[src/rtl/univ_shift_reg.sv]
// Universal shift register: load/shift/rotate/clear per edge, plus a multi-cycle shift of amt steps.
// Optional XOR parity output port par when UNIV_SHIFT_REG_PARITY_EN is defined.
module univ_shift_reg #(
  parameter int               WIDTH     = 8,
  parameter logic [WIDTH-1:0] RESET_VAL = {WIDTH{1'b0}},
  localparam int              AW        = $clog2(WIDTH) + 1
) (
  input  logic             clk,
  input  logic             reset,
  input  logic             en,
  input  logic [2:0]       mode,
  input  logic [WIDTH-1:0] d,
  input  logic             sin_r,
  input  logic             sin_l,
  input  logic             start,
  input  logic [AW-1:0]    amt,
  output logic [WIDTH-1:0] q,
  output logic             sout_l,
  output logic             sout_r,
  output logic             busy,
  output logic             done
`ifdef UNIV_SHIFT_REG_PARITY_EN
  ,
  output logic             par
`endif
);

  localparam logic [0:0] ST_IDLE = 1'b0;
  localparam logic [0:0] ST_BUSY = 1'b1;

  localparam logic [2:0] M_HOLD = 3'b000;
  localparam logic [2:0] M_LOAD = 3'b001;
  localparam logic [2:0] M_SHL  = 3'b010;
  localparam logic [2:0] M_SHR  = 3'b011;
  localparam logic [2:0] M_ROL  = 3'b100;
  localparam logic [2:0] M_ROR  = 3'b101;
  localparam logic [2:0] M_ASR  = 3'b110;
  localparam logic [2:0] M_CLR  = 3'b111;

  logic [0:0]       state_q, state_d;
  logic [2:0]       mode_lat_q, mode_lat_d;
  logic [AW-1:0]    cnt_q, cnt_d;
  logic [WIDTH-1:0] q_q, q_d;
  logic             busy_q, busy_d;
  logic             done_q, done_d;

  function automatic logic [WIDTH-1:0] apply_op(
    input logic [2:0]       m,
    input logic [WIDTH-1:0] cur,
    input logic [WIDTH-1:0] din,
    input logic             sl,
    input logic             sr
  );
    logic [WIDTH-1:0] r;
    case (m)
      M_LOAD:  r = din;
      M_SHL:   r = {cur[WIDTH-2:0], sr};
      M_SHR:   r = {sl, cur[WIDTH-1:1]};
      M_ROL:   r = {cur[WIDTH-2:0], cur[WIDTH-1]};
      M_ROR:   r = {cur[0], cur[WIDTH-1:1]};
      M_ASR:   r = {cur[WIDTH-1], cur[WIDTH-1:1]};
      M_CLR:   r = '0;
      default: r = cur;
    endcase
    return r;
  endfunction

  always_comb begin
    state_d    = state_q;
    mode_lat_d = mode_lat_q;
    cnt_d      = cnt_q;
    q_d        = q_q;
    busy_d     = busy_q;
    // done is a pulse: it drops on every edge it is not explicitly raised
    done_d     = 1'b0;
    if (en) begin
      case (state_q)
        ST_IDLE: begin
          if (!start) begin
            q_d = apply_op(mode, q_q, d, sin_l, sin_r);
          end else if (mode == M_HOLD || mode == M_LOAD || mode == M_CLR) begin
            q_d    = apply_op(mode, q_q, d, sin_l, sin_r);
            done_d = 1'b1;
          end else if (amt == '0) begin
            done_d = 1'b1;
          end else begin
            mode_lat_d = mode;
            cnt_d      = amt;
            busy_d     = 1'b1;
            state_d    = ST_BUSY;
          end
        end
        ST_BUSY: begin
          q_d   = apply_op(mode_lat_q, q_q, d, sin_l, sin_r);
          cnt_d = cnt_q - AW'(1);
          if (cnt_q == AW'(1)) begin
            busy_d  = 1'b0;
            done_d  = 1'b1;
            state_d = ST_IDLE;
          end
        end
        default: state_d = ST_IDLE;
      endcase
    end
  end

  always_ff @(posedge clk) begin
    if (reset) begin
      state_q    <= ST_IDLE;
      mode_lat_q <= M_HOLD;
      cnt_q      <= '0;
      q_q        <= RESET_VAL;
      busy_q     <= 1'b0;
      done_q     <= 1'b0;
    end else begin
      state_q    <= state_d;
      mode_lat_q <= mode_lat_d;
      cnt_q      <= cnt_d;
      q_q        <= q_d;
      busy_q     <= busy_d;
      done_q     <= done_d;
    end
  end

  assign q      = q_q;
  assign sout_l = q_q[WIDTH-1];
  assign sout_r = q_q[0];
  assign busy   = busy_q;
  assign done   = done_q;

`ifdef UNIV_SHIFT_REG_PARITY_EN
  assign par = ^q_q;
`endif

endmodule

[config.mk]
export PLATFORM = sky130hd
export DESIGN_NAME = univ_shift_reg
export DESIGN_NICKNAME = d
export VERILOG_FILES = /design/src/rtl/univ_shift_reg.sv
export SDC_FILE = /design/constraint.sdc
export NUM_CORES = 1
export LEC_CHECK = 0
export ABC_AREA = 1
export CAP_MARGIN = 30
export CORE_ASPECT_RATIO = 1.4
export CORE_MARGIN = 10
export CORE_UTILIZATION = 37
export CTS_CLUSTER_DIAMETER = 200
export CTS_CLUSTER_SIZE = 40
export DETAILED_ROUTE_END_ITERATION = 7
export GPL_TIMING_DRIVEN = 0
export MAX_ROUTING_LAYER = met4
export SYNTH_ARGS = -nofsm -noshare
export SYNTH_HDL_FRONTEND = slang
export SYNTH_SLANG_ARGS = --single-unit
[constraint.sdc]
create_clock -name clk -period 1.5 [get_ports clk]
set_input_delay 0.225 -clock clk [delete_from_list [all_inputs] [get_ports clk]]
set_output_delay 0.225 -clock clk [all_outputs]
set_load 0.1 [all_outputs]
==> flow_summary_export.csv <==
group,metric,value,unit
status,outcome,"finished, final reports clean",
global_routing,antenna_found_initial,0,
final_layout,n_antenna_cell,0,
yosys,synthTopCellsByCount,"63 x nand2_1, 41 x inv_1, 34 x a21oi_1, 22 x nand3_1",
yosys,async_flop_share,0,%
setup_path,crit_arrival,1.23,ns
timing,drv_slew,0,
clocking,clkSinkCount,18,
final_layout,stdcell_area,1973,µm²
setup_path,cp_cell_sequence,"clkdlybuf4s18_2",
die,die_width,74.51,µm
yosys,synth_cell_types,27,
die,initial_core_util,38.61,%
final_layout,num-fill-cells,423,
global_routing,grt_pass1_wl,8155,µm
timing,min_period,1.457,ns
place,pre_cts_slack,-0.3647,ns
power,p_leak,0.9422,nW
timing,setup_viol,0,
setup_path,path_max_fanout,7,
yosys,ys.flop_type,"dfxtp_1",
setup_path,critPathMaxStageDelay,0.56,ns
yosys,synth_seq_cells,18,
global_routing,gr-total-overflow,0,
timing,max_slew_margin,63.52,%
yosys,synth.area.top_cells,"dfxtp_1 23%, nand2_1 15%, a21oi_1 11%",
yosys,synth_area,1539,µm²
yosys,syn_inst,260,
final_layout,syn_to_final_growth,28.21,%
clocking,clk_pin_slew,0.07,ns
detailed_routing,vias,1800,
yosys,synth_edf_count,0,
detailed_routing,dr.pass1.iters,4,
worst_hold_path,hold_path_class,"primary input to flop",
final_layout,layout.area.seq,371.6,µm²
timing,hold_slack,0.3507,ns
die,core_area,3986,µm²
place,place.gp.congestion,0.8863,
setup_path,cp.buffers_inverters,1,
die,io_pins,33,
clocking,root_buffer,"clkbuf_8",
yosys,synth_top_area_share,23.41,%
clocking,numCtsBuffers,3,
timing,timing.final.ws_setup,0.04294,ns
detailed_routing,via_per_inst,5.325,
setup_path,crit_family,"buffers and inverters",
final_layout,drive_above_1_share,18.98,%
die,die_h,96.31,µm
clocking,cts_tree,"built",
clocking,cts_max_level,1,
setup_path,crit_path_top_delay_cell,"clkdlybuf4s18_2",
place,dpl-instance-area,1901,µm²
power,total_power,1.748,mW
yosys,ys_seq_area_share,23.41,%
setup_path,worstSetupEndpointType,"output port",
final_layout,final_util,49.50,%
global_routing,grt_pass1_vias,1790,
power,ir_worst_vdd,0.3977,mV
final_layout,nets,320,
power,p_per_area,886.0,nW/µm²
yosys,yosysWarnings,0,
die,dieArea,7176,µm²
global_routing,grt_max_degree,11,
timing,period_share,97.14,%
detailed_routing,drt_iter0_drc,221,
place,io_buffers,30,
detailed_routing,antenna_left,0,
setup_path,path_class,"flop to output port",
setup_path,cp.required,1.27,ns
die,num_rows,27,
timing,finalHoldViolations,0,
setup_path,reg2reg_slack,0.08,ns
place,dp_hpwl,3654,µm
final_layout,multi_input_area,962.2,µm²
detailed_routing,routed_wl,4963,µm
detailed_routing,wl_per_cell,14.68,µm
run,maxCapViolations,0,
timing,fmax,686.3,MHz
clocking,cts_max_path_buffers,2,
yosys,yosysMostFrequentCell,"nand2_1",
timing,clock_skew,0.003772,ns
detailed_routing,drc,0,
yosys,synth_fp_nets,283,
yosys,synth.avg_cell_area,5.919,µm²
clocking,insertion_delay,0.26,ns
setup_path,worst_setup_path_start_kind,"flop",
global_routing,grt_util_all_layers,14.66,%
yosys,yosys.area.top_type,"dfxtp_1",
timing,max_slew.worst_pin.slew,0.5497,ns
==> flip-flops by register name, indices dropped and copies added, names as in the netlist <==
name / flops
q: 8
cnt_q: 4
mode_lat_q: 3
busy: 1
done: 1
state_q: 1
==> cells by family (layout without fill, tap and decap cells) <==
kind of cell	Yosys count	after routing	share of synthesized area, %
simple gates	119	120	37.07
compound gates	61	61	20.65
buf+inv	58	92	16.10
xor+xnor	2	2	1.138
flops	18	18	23.41
fa+ha+maj	2	2	1.626
==> metrics by stage <==
step / setup TNS [ns] / std cells
4_1_cts: 0 / 336
6_report: 0 / 338
3_3_place_gp: -7.172 / 333
2_1_floorplan: -0.1841 / 260
3_5_place_dp: -7.357 / 333
5_1_grt: -0.01158 / 338
==> per-layer routing <==
metal / wire [µm] / global-route usage [%] / part of all wire (%) / vias up
met5: 0 / - / 0 / -
li1: - / - / - / 920
met3: 269 / 2.266 / 5.4 / 15
met2: 2481 / 24.37 / 50 / 57
met4: 181 / 8.228 / 3.6 / 0
met1: 2030 / 16.25 / 41 / 808
==> worst reg2reg max path: cells and delay by family (launching register included) <==
kind                   cells  cell delay (ns)
buffers and inverters      2             0.30
AOI/OAI and AO/OA          2             0.27
and+or+nand+nor            4             0.34
DFF                        1             0.41
==> final cells by class <==
type | count | area share (%)
tap | 43 | 2.727
inverter | 48 | 9.385
timing repair buffer | 31 | 15.03
sequential | 18 | 18.83
multi-input combinational | 185 | 48.76
buffer | 10 | 3.171
clock buffer | 3 | 2.093
==> layout by cell type (no fill, tap or decap) <==
cell / n
o21ai_0: 18
clkdlybuf4s15_2: 6
inv_2: 8
o21ai_1: 1
nand3_1: 23
clkdlybuf4s18_2: 2
o21a_1: 2
nand3_4: 1
clkbuf_1: 2
a21oi_1: 34
nor4_1: 1
nand4_1: 9
dlygate4sd2_1: 1
xnor2_1: 1
nor2_1: 10
xor2_1: 1
clkdlybuf4s50_1: 17
dfxtp_1: 9
nand3_2: 3
inv_1: 39
ha_1: 2
nand2_2: 4
nand2_4: 2
nor2_4: 3
a31oi_1: 6
buf_2: 5
dfxtp_2: 9
clkbuf_8: 3
buf_4: 8
nand4_4: 1
inv_6: 1
nand2_1: 63
==> timing repair <==
item                                    4_1_cts  5_1_grt
cloned                                        0        1
endpoints found under the setup margin       19       19
pin swaps                                     0        2
resized for setup                            44       12
setup buffers                                 0        1
hold buffers                                  0        0
==> power breakdown <==
group / total, mW / switching (mW) / internal, mW / leakage (nW)
Combinational: 0.802 / 0.562 / 0.241 / 0.769
Sequential: 0.590 / 0.0613 / 0.528 / 0.151
Clock: 0.356 / 0.177 / 0.179 / 0.0216
==> final timing paths <==
check | from | end | cells past startpoint
worst max-delay path | q[7]$_SDFFE_PP0P_ | sout_l | 1
worst min-delay path | mode[2] | mode_lat_q[2]$_SDFFE_PP0P_ | 3
worst max register to register | mode_lat_q[0]$_SDFFE_PP0P_ | q[7]$_SDFFE_PP0P_ | 8
worst min register to register | busy$_SDFFE_PP0P_ | busy$_SDFFE_PP0P_ | 2
Power figures use the tool's default switching activity.
